### src/rtl/spi_fifo_pkg.sv
// Shared register offsets and bit positions for the AHB SPI FIFO front-end.
package spi_fifo_pkg;

  // Register offsets, HADDR[3:2]
  localparam logic [1:0] REG_TXDATA = 2'h0;
  localparam logic [1:0] REG_RXDATA = 2'h1;
  localparam logic [1:0] REG_STATUS = 2'h2;
  localparam logic [1:0] REG_CTRL   = 2'h3;

  // STATUS bit positions
  localparam int unsigned ST_TX_EMPTY   = 0;
  localparam int unsigned ST_TX_FULL    = 1;
  localparam int unsigned ST_RX_EMPTY   = 2;
  localparam int unsigned ST_RX_FULL    = 3;
  localparam int unsigned ST_TX_OVF     = 4;
  localparam int unsigned ST_RX_OVF     = 5;
  localparam int unsigned ST_RX_UDF     = 6;
  localparam int unsigned ST_TX_LVL_LSB = 8;
  localparam int unsigned ST_RX_LVL_LSB = 16;
  localparam int unsigned LVL_FIELD_W   = 8;

  // CTRL bit positions
  localparam int unsigned CTRL_FLUSH_TX   = 0;
  localparam int unsigned CTRL_FLUSH_RX   = 1;
  localparam int unsigned CTRL_CLR_STICKY = 2;
  localparam int unsigned CTRL_TXIE       = 8;
  localparam int unsigned CTRL_RXIE       = 9;

  localparam int unsigned BYTE_W = 8;

endpackage

### src/rtl/ahb_spi_fifo_if.sv
// AHB-Lite slave bus signals for the SPI FIFO front-end.
interface ahb_spi_fifo_if;
  logic        HSEL;
  logic        HREADY;
  logic [31:0] HADDR;
  logic [1:0]  HTRANS;
  logic        HWRITE;
  logic [31:0] HWDATA;
  logic [31:0] HRDATA;
  logic        HREADYOUT;

  modport master (
    output HSEL, HREADY, HADDR, HTRANS, HWRITE, HWDATA,
    input  HRDATA, HREADYOUT
  );

  modport slave (
    input  HSEL, HREADY, HADDR, HTRANS, HWRITE, HWDATA,
    output HRDATA, HREADYOUT
  );
endinterface

### src/rtl/sync_fifo.sv
// Synchronous first-word-fall-through FIFO with flush and level count.
// Contents are not reset; dout reads 0 while empty.
module sync_fifo #(
  parameter int unsigned DEPTH = 8,
  parameter int unsigned WIDTH = 8,
  localparam int unsigned AW   = $clog2(DEPTH)
) (
  input  logic             clk,
  input  logic             rst_n,
  input  logic             push,
  input  logic             pop,
  input  logic             flush,
  input  logic [WIDTH-1:0] din,
  output logic [WIDTH-1:0] dout,
  output logic             empty,
  output logic             full,
  output logic [AW:0]      level
);

  logic [WIDTH-1:0] r_mem [DEPTH];
  logic [AW-1:0]    r_wr_ptr;
  logic [AW-1:0]    r_rd_ptr;
  logic [AW:0]      r_level;
  logic             w_do_push;
  logic             w_do_pop;

  assign empty = (r_level == '0);
  assign full  = (r_level == (AW+1)'(DEPTH));
  assign level = r_level;
  assign dout  = empty ? '0 : r_mem[r_rd_ptr];

  // A full FIFO still accepts a push when the head leaves in the same cycle
  assign w_do_pop  = pop & ~empty;
  assign w_do_push = push & (~full | w_do_pop);

  // Pointer and level bookkeeping; flush overrides any push/pop
  always_ff @(posedge clk or negedge rst_n) begin
    if (!rst_n) begin
      r_wr_ptr <= '0;
      r_rd_ptr <= '0;
      r_level  <= '0;
    end else if (flush) begin
      r_wr_ptr <= '0;
      r_rd_ptr <= '0;
      r_level  <= '0;
    end else begin
      if (w_do_push) r_wr_ptr <= AW'(r_wr_ptr + AW'(1));
      if (w_do_pop)  r_rd_ptr <= AW'(r_rd_ptr + AW'(1));
      case ({w_do_push, w_do_pop})
        2'b10:   r_level <= r_level + (AW+1)'(1);
        2'b01:   r_level <= r_level - (AW+1)'(1);
        default: r_level <= r_level;
      endcase
    end
  end

  // Storage array, written only on an accepted push
  always_ff @(posedge clk) begin
    if (w_do_push && !flush) r_mem[r_wr_ptr] <= din;
  end

endmodule

### src/rtl/ahb_spi_fifo.sv
// AHB-Lite slave front-end buffering bytes to/from the SPI byte shifter.
// Optional interrupt support is compiled in with SPI_FIFO_IRQ_EN.
module ahb_spi_fifo
  import spi_fifo_pkg::*;
#(
  parameter int unsigned DEPTH = 8
) (
  input  logic              HCLK,
  input  logic              HRESETn,
  ahb_spi_fifo_if.slave     bus,
  output logic              tx_valid,
  output logic [BYTE_W-1:0] tx_data,
  input  logic              tx_ready,
  input  logic              rx_valid,
  input  logic [BYTE_W-1:0] rx_data,
  output logic              irq
);

  localparam int unsigned AW = $clog2(DEPTH);

  logic [1:0]        r_addr;
  logic              r_write;
  logic              r_valid;
  logic              r_tx_ovf;
  logic              r_rx_ovf;
  logic              r_rx_udf;

  logic              w_dp;
  logic              w_wr_tx;
  logic              w_rd_rx;
  logic              w_wr_ctrl;
  logic              w_flush_tx;
  logic              w_flush_rx;
  logic              w_clr_sticky;
  logic              w_tx_pop;
  logic              w_rx_pop;
  logic              w_set_tx_ovf;
  logic              w_set_rx_ovf;
  logic              w_set_rx_udf;
  logic [BYTE_W-1:0] w_tx_dout;
  logic [BYTE_W-1:0] w_rx_dout;
  logic              w_tx_empty;
  logic              w_tx_full;
  logic              w_rx_empty;
  logic              w_rx_full;
  logic [AW:0]       w_tx_level;
  logic [AW:0]       w_rx_level;
  logic [1:0]        w_ie;
  logic [31:0]       w_rdata;
  logic              w_unused;

  assign bus.HREADYOUT = 1'b1;
  assign w_unused = ^{bus.HADDR[31:4], bus.HADDR[1:0], bus.HTRANS[0], bus.HWDATA[31:8]};

  // Address-phase capture
  always_ff @(posedge HCLK or negedge HRESETn) begin
    if (!HRESETn) begin
      r_addr  <= '0;
      r_write <= 1'b0;
      r_valid <= 1'b0;
    end else if (bus.HREADY) begin
      r_valid <= bus.HSEL & bus.HTRANS[1];
      if (bus.HSEL && bus.HTRANS[1]) begin
        r_addr  <= bus.HADDR[3:2];
        r_write <= bus.HWRITE;
      end
    end
  end

  // Data-phase decode
  assign w_dp         = r_valid & bus.HREADY;
  assign w_wr_tx      = w_dp &  r_write & (r_addr == REG_TXDATA);
  assign w_rd_rx      = w_dp & ~r_write & (r_addr == REG_RXDATA);
  assign w_wr_ctrl    = w_dp &  r_write & (r_addr == REG_CTRL);
  assign w_flush_tx   = w_wr_ctrl & bus.HWDATA[CTRL_FLUSH_TX];
  assign w_flush_rx   = w_wr_ctrl & bus.HWDATA[CTRL_FLUSH_RX];
  assign w_clr_sticky = w_wr_ctrl & bus.HWDATA[CTRL_CLR_STICKY];

  assign tx_valid = ~w_tx_empty;
  assign tx_data  = w_tx_dout;
  assign w_tx_pop = tx_valid & tx_ready;
  assign w_rx_pop = w_rd_rx & ~w_rx_empty;

  // Sticky error events; a flush discards the byte without flagging overflow
  assign w_set_tx_ovf = w_wr_tx & w_tx_full & ~w_tx_pop & ~w_flush_tx;
  assign w_set_rx_ovf = rx_valid & w_rx_full & ~w_rx_pop & ~w_flush_rx;
  assign w_set_rx_udf = w_rd_rx & w_rx_empty;

  sync_fifo #(.DEPTH(DEPTH), .WIDTH(BYTE_W)) u_tx_fifo (
    .clk   (HCLK),
    .rst_n (HRESETn),
    .push  (w_wr_tx),
    .pop   (w_tx_pop),
    .flush (w_flush_tx),
    .din   (bus.HWDATA[BYTE_W-1:0]),
    .dout  (w_tx_dout),
    .empty (w_tx_empty),
    .full  (w_tx_full),
    .level (w_tx_level)
  );

  sync_fifo #(.DEPTH(DEPTH), .WIDTH(BYTE_W)) u_rx_fifo (
    .clk   (HCLK),
    .rst_n (HRESETn),
    .push  (rx_valid),
    .pop   (w_rx_pop),
    .flush (w_flush_rx),
    .din   (rx_data),
    .dout  (w_rx_dout),
    .empty (w_rx_empty),
    .full  (w_rx_full),
    .level (w_rx_level)
  );

  // Sticky flags; a same-cycle set wins over a clear
  always_ff @(posedge HCLK or negedge HRESETn) begin
    if (!HRESETn) begin
      r_tx_ovf <= 1'b0;
      r_rx_ovf <= 1'b0;
      r_rx_udf <= 1'b0;
    end else begin
      r_tx_ovf <= w_set_tx_ovf | (r_tx_ovf & ~w_clr_sticky);
      r_rx_ovf <= w_set_rx_ovf | (r_rx_ovf & ~w_clr_sticky);
      r_rx_udf <= w_set_rx_udf | (r_rx_udf & ~w_clr_sticky);
    end
  end

`ifdef SPI_FIFO_IRQ_EN
  logic [1:0] r_ie;
  logic       r_irq;

  // Interrupt enables held in CTRL[9:8]
  always_ff @(posedge HCLK or negedge HRESETn) begin
    if (!HRESETn) r_ie <= '0;
    else if (w_wr_ctrl) r_ie <= bus.HWDATA[CTRL_RXIE:CTRL_TXIE];
  end

  // Registered level interrupt
  always_ff @(posedge HCLK or negedge HRESETn) begin
    if (!HRESETn) r_irq <= 1'b0;
    else r_irq <= (r_ie[0] & w_tx_empty) | (r_ie[1] & ~w_rx_empty) | r_tx_ovf | r_rx_ovf;
  end

  assign w_ie = r_ie;
  assign irq  = r_irq;
`else
  assign w_ie = 2'b00;
  assign irq  = 1'b0;
`endif

  // Read mux, driven from the latched address throughout the data phase
  always_comb begin
    w_rdata = '0;
    case (r_addr)
      REG_TXDATA: w_rdata[BYTE_W-1:0] = w_tx_dout;
      REG_RXDATA: w_rdata[BYTE_W-1:0] = w_rx_dout;
      REG_STATUS: begin
        w_rdata[ST_TX_EMPTY] = w_tx_empty;
        w_rdata[ST_TX_FULL]  = w_tx_full;
        w_rdata[ST_RX_EMPTY] = w_rx_empty;
        w_rdata[ST_RX_FULL]  = w_rx_full;
        w_rdata[ST_TX_OVF]   = r_tx_ovf;
        w_rdata[ST_RX_OVF]   = r_rx_ovf;
        w_rdata[ST_RX_UDF]   = r_rx_udf;
        w_rdata[ST_TX_LVL_LSB +: LVL_FIELD_W] = LVL_FIELD_W'(w_tx_level);
        w_rdata[ST_RX_LVL_LSB +: LVL_FIELD_W] = LVL_FIELD_W'(w_rx_level);
      end
      default:    w_rdata[CTRL_RXIE:CTRL_TXIE] = w_ie;
    endcase
  end

  assign bus.HRDATA = w_rdata;

endmodule

### src/flat_wrapper.sv
// flat-port wrapper written by rule: the top's interface ports become plain ports
module ahb_spi_fifo_flat import spi_fifo_pkg::*;
#(
  parameter int unsigned DEPTH = 8
)
  (HCLK, HRESETn, tx_valid, tx_data, tx_ready, rx_valid, rx_data, irq, bus_HSEL, bus_HREADY, bus_HADDR, bus_HTRANS, bus_HWRITE, bus_HWDATA, bus_HRDATA, bus_HREADYOUT);
  ahb_spi_fifo_if bus_i ();
  input  logic HCLK;
  input  logic HRESETn;
  output logic tx_valid;
  output logic [BYTE_W-1:0] tx_data;
  input  logic tx_ready;
  input  logic rx_valid;
  input  logic [BYTE_W-1:0] rx_data;
  output logic irq;
  input wire logic [$bits(bus_i.HSEL)-1:0] bus_HSEL;
  input wire logic [$bits(bus_i.HREADY)-1:0] bus_HREADY;
  input wire logic [$bits(bus_i.HADDR)-1:0] bus_HADDR;
  input wire logic [$bits(bus_i.HTRANS)-1:0] bus_HTRANS;
  input wire logic [$bits(bus_i.HWRITE)-1:0] bus_HWRITE;
  input wire logic [$bits(bus_i.HWDATA)-1:0] bus_HWDATA;
  output wire logic [$bits(bus_i.HRDATA)-1:0] bus_HRDATA;
  output wire logic [$bits(bus_i.HREADYOUT)-1:0] bus_HREADYOUT;
  assign bus_i.HSEL = bus_HSEL;
  assign bus_i.HREADY = bus_HREADY;
  assign bus_i.HADDR = bus_HADDR;
  assign bus_i.HTRANS = bus_HTRANS;
  assign bus_i.HWRITE = bus_HWRITE;
  assign bus_i.HWDATA = bus_HWDATA;
  assign bus_HRDATA = bus_i.HRDATA;
  assign bus_HREADYOUT = bus_i.HREADYOUT;
  ahb_spi_fifo #(.DEPTH(DEPTH)) u_core (.HCLK(HCLK), .HRESETn(HRESETn), .bus(bus_i), .tx_valid(tx_valid), .tx_data(tx_data), .tx_ready(tx_ready), .rx_valid(rx_valid), .rx_data(rx_data), .irq(irq));
endmodule
### config.mk
export PLATFORM = sky130hd
export DESIGN_NAME = ahb_spi_fifo_flat
export DESIGN_NICKNAME = d
export VERILOG_FILES = /design/src/rtl/spi_fifo_pkg.sv /design/src/rtl/ahb_spi_fifo_if.sv /design/src/rtl/sync_fifo.sv /design/src/rtl/ahb_spi_fifo.sv /design/src/flat_wrapper.sv
export SDC_FILE = /design/constraint.sdc
export NUM_CORES = 1
export LEC_CHECK = 0
export ABC_AREA = 0
export BUFFER_PORTS_ARGS = -buffer_cell sky130_fd_sc_hd__buf_2
export CORE_AREA = 8 8 116 128
export CTS_CLUSTER_DIAMETER = 200
export DETAILED_ROUTE_END_ITERATION = 7
export DIE_AREA = 0 0 124 136
export PLACE_DENSITY = 0.84
export REMOVE_ABC_BUFFERS = 1
export SYNTH_ARGS = -nofsm -noshare
export SYNTH_HDL_FRONTEND = slang
export SYNTH_SLANG_ARGS = --single-unit
### constraint.sdc
create_clock -name HCLK -period 4.4 [get_ports HCLK]
set_input_delay 0 -clock HCLK [delete_from_list [all_inputs] [get_ports HCLK]]
set_output_delay 0 -clock HCLK [all_outputs]
set_load 0.01 [all_outputs]
---- Yosys cells after proc, flatten, opt, wreduce, memory -nomap -nowiden ----
Memory sizes are Yosys's and may differ from the RTL's.
Cells that the tools add are included.
storage, ports and cells
  flip-flop bits (word level) ............. 27
  bits in latches ......................... 0
  bits in writable memories ............... 128
  ROM bits ................................ 0
  input port bits ......................... 81
  output and inout bits ................... 43
  memories kept ........................... 2
memory list
  name                    words  bits a word  rd ports  clocked after Yosys merged registers in  wr ports  RTL line         RTL
  u_core.u_rx_fifo.r_mem  8      8            1         0                                        1         sync_fifo.sv:20  logic [WIDTH-1:0] r_mem [DEPTH];
  u_core.u_tx_fifo.r_mem  8      8            1         0                                        1         sync_fifo.sv:20
cells by class
  $add $sub $neg .......................... 8
  multipliers ............................. 0
  divide/modulo/power cells ............... 0
  magnitude comparators ................... 0
  equal/unequal tests ..................... 9
  shifts and indexed selects .............. 0
  muxes and demuxes ....................... 22
  bitwise operators ....................... 41
  reduce and logical (&&, ||, !) cells .... 15
operators with widths
  cell                                                                number
  1-bit bitwise AND                                                   26
  3-bit two-way mux                                                   8
  7-bit one-hot mux with 3 select lines                               1
  8-bit two-way mux                                                   2
  4-bit one-hot mux with 2 select lines                               2
  3-bit by 1-bit adder with 3-bit output, second input constant       4
  10-bit two-way mux                                                  1
  1-bit NOT                                                           10
  4-bit by 1-bit adder with 4-bit output, second input constant       2
  2-bit == test, second input constant                                4
  4-bit == test, second input constant                                2
  4-bit zero test                                                     2
  4-bit two-way mux                                                   2
  2-bit nonzero test                                                  4
  4-bit by 1-bit subtractor with 4-bit output, second input constant  2
  2-bit by 1-bit == test with 1-bit output, second input constant     3
  3-bit nonzero test                                                  2
  1-bit bitwise OR                                                    5
  1-bit two-way mux                                                   4
  1-bit logical AND                                                   3
  1-bit zero test                                                     2
  2-bit zero test                                                     1
  2-bit two-way mux                                                   1
  1-bit one-hot mux with 2 select lines                               1
  2-bit AND reduction                                                 1

---- Longest topological paths before layout ----
  depth in word-level cells ............... 10
  mapped depth ............................ 9
  depth with buffers taken out ............ 8

---- By module ----
A second synthesis with hierarchy kept.
second synthesis, totals
  cell total of the unflattened synthesis .. 455
  area, all modules ....................... 7020.5 µm²
modules (own cells, without submodules)
  module                         instances  cells an instance  area an instance (µm²)
  sync_fifo at u_core.u_rx_fifo  1          192                3206.8
  sync_fifo at u_core.u_tx_fifo  1          176                3109.2
  ahb_spi_fifo                   1          87                 704.4

---- Worst setup path after synthesis ----
Ideal clock, no wire load.
  path kind ............................... reg2reg
  from .................................... register u_core.r_addr[1]
  to ...................................... memory u_core.u_rx_fifo.r_mem[1][0] (enable)
  arrival ................................. 1.975 ns
  data required time ...................... 4.017 ns
  setup slack ............................. 2.042 ns
  cell stages (with the launch flop) ...... 6
  clock period less this slack ............ 2.358 ns
  cell sequence ........................... dfrtp_1 nand4b_2 nor2_2 o21ai_1 or3b_1 nor3_1
between the ends
  longest elaborated chain between the ends .. 9
  elaborated cells on any way between the ends .. 13
  those cells by class .................... eq/ne (2); mux (2); bitwise (7); reduce/logical (2)
RTL lines
  element                                    RTL line            RTL
  start: declaration                         ahb_spi_fifo.sv:21  logic [1:0] r_addr;
  start signal: assignment                   ahb_spi_fifo.sv:64  r_addr <= bus.HADDR[3:2];
  2-bit by 1-bit == test with 1-bit output   ahb_spi_fifo.sv:73  assign w_rd_rx = w_dp & ~r_write & (r_addr == REG_RXDATA);
  1-bit bitwise AND                          ahb_spi_fifo.sv:73
  1-bit bitwise AND                          ahb_spi_fifo.sv:82  assign w_rx_pop = w_rd_rx & ~w_rx_empty;
  1-bit bitwise AND                          sync_fifo.sv:33     assign w_do_pop = pop & ~empty;
  1-bit bitwise OR                           sync_fifo.sv:34     assign w_do_push = push & (~full | w_do_pop);
  1-bit bitwise AND                          sync_fifo.sv:34
  1-bit logical AND *                        sync_fifo.sv:59     if (w_do_push && !flush) r_mem[r_wr_ptr] <= din;
  1-bit two-way mux *                        sync_fifo.sv:59
  1-bit two-way mux (not written as such) *  sync_fifo.sv:59
  end: declaration                           sync_fifo.sv:20
Mark *: on every way between the ends. The rest lies on a longest branch, timed or not.

---- Worst setup path in the final report ----
  from .................................... register u_core.u_tx_fifo.r_rd_ptr[1]
  to ...................................... output bus_HRDATA[6]
between the ends
  longest elaborated chain between the ends .. 3
RTL lines
  element                                RTL line             RTL
  start: declaration                     sync_fifo.sv:22      logic [AW-1:0] r_rd_ptr;
  start signal: assignment               sync_fifo.sv:48      if (w_do_pop) r_rd_ptr <= AW'(r_rd_ptr + AW'(1));
  memory 8 x 8 bit                       --
  8-bit two-way mux                      sync_fifo.sv:30      assign dout = empty ? '0 : r_mem[r_rd_ptr];
  7-bit one-hot mux with 3 select lines  ahb_spi_fifo.sv:154  case (r_addr)
  end: declaration                       flat_wrapper.sv:22   output wire logic [$bits(bus_i.HRDATA)-1:0] bus_HRDATA;
No other way between the ends.

==> run metrics <==
outcome finished, final reports clean; Fmax 331 MHz; # IOs 124; global-route wire length before repair roughly 23000 um; leakage power roughly 2.9 nW; final WL 15200 um; routed length on met3 a little under 1000 um; number of levels the H-tree was split into 4; count of antenna diodes in the layout 0; sequential-to-total area share from yosys stat 0.641; Finish-stage setup viols 0; Iter 0 DRT Violations 392; Register-to-Register Path Depth 5; Data required, critical path 4400 ps; Post-CTS Setup Inserts 0; critical path peak fanout 30; post-CTS resize count 0; number of enable flip-flop cells after synthesis ~130; start-to-end type of the worst setup path reg2out; kind of start point of the critical path register; Pre-Repair DR Iteration Count 4; height of the die 136 um; Horiz. Die Dim between 100 and 150 um; minimum period implied by the final worst setup slack ~3000 ps; combined area of the multi-input logic cells 2300 sq um; dominant register cell in the synthesized netlist sky130_fd_sc_hd__edfxtp_1; number of maximum-capacitance violations 0; total congestion overflow 0; synthesized area per cell between 10 and 15 sq um; vias per cell 5.91; most frequent cells in the layout 128 x sky130_fd_sc_hd__edfxtp_1, 50 x sky130_fd_sc_hd__buf_2, 42 x sky130_fd_sc_hd__nor2_1; vias post-DR between 4000 and 5000; setup TNS 0 ps; Yosys warning count 0; Worst path slowest cell sky130_fd_sc_hd__dfrtp_1; Cell Pwr Density 620 nW/um^2; weighted congestion reported at the end of routability-driven placement between 0.8 and 0.9; fraction of layout instances using a drive strength above 1 0.236; row cnt 44; Std-Cell Core Area 12900 sq um; synth-to-layout area growth 15.7%; Antenna Violating Nets Remaining 0; count of clock tree sinks 155; Fin. Hold Viols 0; Worst Hold Class in2reg; CTS Root Cell sky130_fd_sc_hd__clkbuf_16; worst clock skew 10.1 ps; number of inserted filler cells in the final layout 946; Post-layout nets 641; synthesized cell area between 7000 and 8000 sq um; number of buffers created by CTS 17; count of unique library cells instantiated by Yosys 68; Clk pin slew, worst setup/hold paths 60 ps; detailed placement HPWL between 10000 and 15000 um; Fin Hold WS roughly 24 ps; CP endpoint kind primary output; total placed cells including tap cells 673; Clock Tree Buf Depth 2; number of buffers added on ports 50; Die ar. 16900 sq um; commonest non-fill, non-tap cell in the layout sky130_fd_sc_hd__edfxtp_1; data arrival at the endpoint of the critical path 3020 ps; met2 WL post-DR 7960 um; CP Cell Sequence mux2_1, o22ai_1, a2111oi_2, nand2b_1, a32oi_1, buf_2; final cell count without fillers 728; share of flip-flops with an asynchronous set or reset 0.174; Met1 Wirelength 5810 um; maximum cell stage delay along the critical path 1170 ps; clock tree from TritonCTS built; VDD IR-drop max just under 0.4 mV; hold depth 3; # DRC 0; initial core utilization 0.547; final critical-path share of the clock period 0.687; number of global-route vias before repair 4372; pin count of the biggest net entering global routing 31; area taken by flip-flops and latches 4520 sq um; #FFs+latches synth about 160; wire length per cell about 21 um; unrepaired setup endpoints after global routing no; top layer in use met4; worst relative slew slack 0.163; clock network latency to the later pin of the worst-skew pair 420 ps; slew at the pin with the worst max-slew slack 1260 ps; slack of the worst reg-to-reg path 1560 ps; Total Routing Usage GR 0.185; cell count after synthesis 482; number of antenna violations at the first check in global routing 0; max-slew violation count 0
-- metal layers --
layer / vias to the layer above / GRT usage
met1: 2137 / 0.209
met3: 35 / 0.0540
li1: 1969 / -
met2: 162 / 0.313
met5: - / 0
met4: 0 / 0.0907
-- power by group --
part	internal, W	leakage (nW)	switching, W
logic	0.000693	1.14	0.000746
clock network	0.000847	0.280	0.000608
registers	0.00178	1.49	0.000376
-- repair_timing --
item / in CTS / in global routing
hold endpoints to repair: 163 / 0
endpoints found under the setup margin: 0 / 0
hold buffers: 23 / 0
-- worst max-delay path: cells and delay by family (launching register included) --
kind                   cells  cell delay, ps
muxes                      1             270
and+or+nand+nor            1             110
DFF                        1            1170
buffers and inverters      1             190
AOI/OAI and AO/OA          3             840
-- cell families after synthesis --
group	share of synthesized area
DFF	0.641
and+or+nand+nor	0.102
AOI/OAI and AO/OA	0.0776
muxes	0.111
buffers and inverters	0.0415
xor gates and xnor gates	0.0149
adders and majority gates	0.0106
other	0.00107
-- Yosys cell counts (9+ instances only) --
| master | n | share of area |
|---|---|---|
| sky130_fd_sc_hd__mux2_2 | 11 | 0.018 |
| sky130_fd_sc_hd__mux4_2 | 19 | 0.061 |
| sky130_fd_sc_hd__nand2_1 | 21 | 0.011 |
| sky130_fd_sc_hd__mux2i_1 | 14 | 0.020 |
| sky130_fd_sc_hd__nand2b_1 | 12 | 0.011 |
| sky130_fd_sc_hd__nor2_1 | 42 | 0.022 |
| sky130_fd_sc_hd__buf_4 | 21 | 0.022 |
| sky130_fd_sc_hd__edfxtp_1 | 128 | 0.55 |
| sky130_fd_sc_hd__clkbuf_1 | 10 | 0.0053 |
| sky130_fd_sc_hd__a211oi_1 | 9 | 0.0096 |
| sky130_fd_sc_hd__and2_1 | 11 | 0.0098 |
| sky130_fd_sc_hd__nand3_1 | 9 | 0.0064 |
| sky130_fd_sc_hd__nor3_1 | 11 | 0.0078 |
| sky130_fd_sc_hd__dfrtp_1 | 27 | 0.096 |
| sky130_fd_sc_hd__a21oi_1 | 17 | 0.012 |
-- flip-flops by register name, indices dropped and copies added, names as in the netlist, 2 cells and up --
name	cells
u_core.r_addr	2
u_core.u_rx_fifo.level	4
u_core.u_rx_fifo.r_mem	64
u_core.u_rx_fifo.r_rd_ptr	3
u_core.u_rx_fifo.r_wr_ptr	3
u_core.u_tx_fifo.level	4
u_core.u_tx_fifo.r_mem	64
u_core.u_tx_fifo.r_rd_ptr	3
u_core.u_tx_fifo.r_wr_ptr	3
-- final cells by class --
class / count / share of cell area
Timing Repair Buffer: 78 / 0.0635
Tap cell: 161 / 0.0247
Inverter: 6 / 0.00338
Clock buffer: 18 / 0.0526
Clock inverter: 14 / 0.0196
Sequential cell: 155 / 0.554
Multi-Input combinational cell: 296 / 0.282
-- worst paths after layout --
path	start	end
setup / recovery	u_core.u_tx_fifo.r_rd_ptr[1]$_DFFE_PN0P_	bus_HRDATA[6]
setup reg to reg	u_core.r_addr[1]$_DFFE_PN0P_	u_core.u_rx_fifo.r_mem[5][1]$_DFFE_PP_
max in group asynchronous	HRESETn	u_core.u_rx_fifo.r_rd_ptr[1]$_DFFE_PN0P_
hold / removal	bus_HTRANS[1]	u_core.r_valid$_DFFE_PN0P_
min in group asynchronous	HRESETn	u_core.u_tx_fifo.level[1]$_DFFE_PN0P_
hold reg to reg	u_core.r_rx_udf$_DFF_PN0_	u_core.r_rx_udf$_DFF_PN0_
-- per-stage QoR --
| step | worst slack, ps | power [W] | area (sq um) | utilization |
|---|---|---|---|---|
| 2_1_floorplan | 1950 | 0.00307 | 6850 | - |
| 3_3_place_gp | 1660 | 0.00353 | 7330 | 0.569 |
| 3_5_place_dp | 1540 | 0.00361 | 7330 | 0.569 |
| 4_1_cts | 1380 | 0.00507 | 8150 | 0.633 |
| 5_1_grt | 1180 | 0.00528 | 8150 | 0.633 |
| 6_report | 1380 | 0.00505 | 8150 | 0.633 |
(Power assumes the default switching activity.)
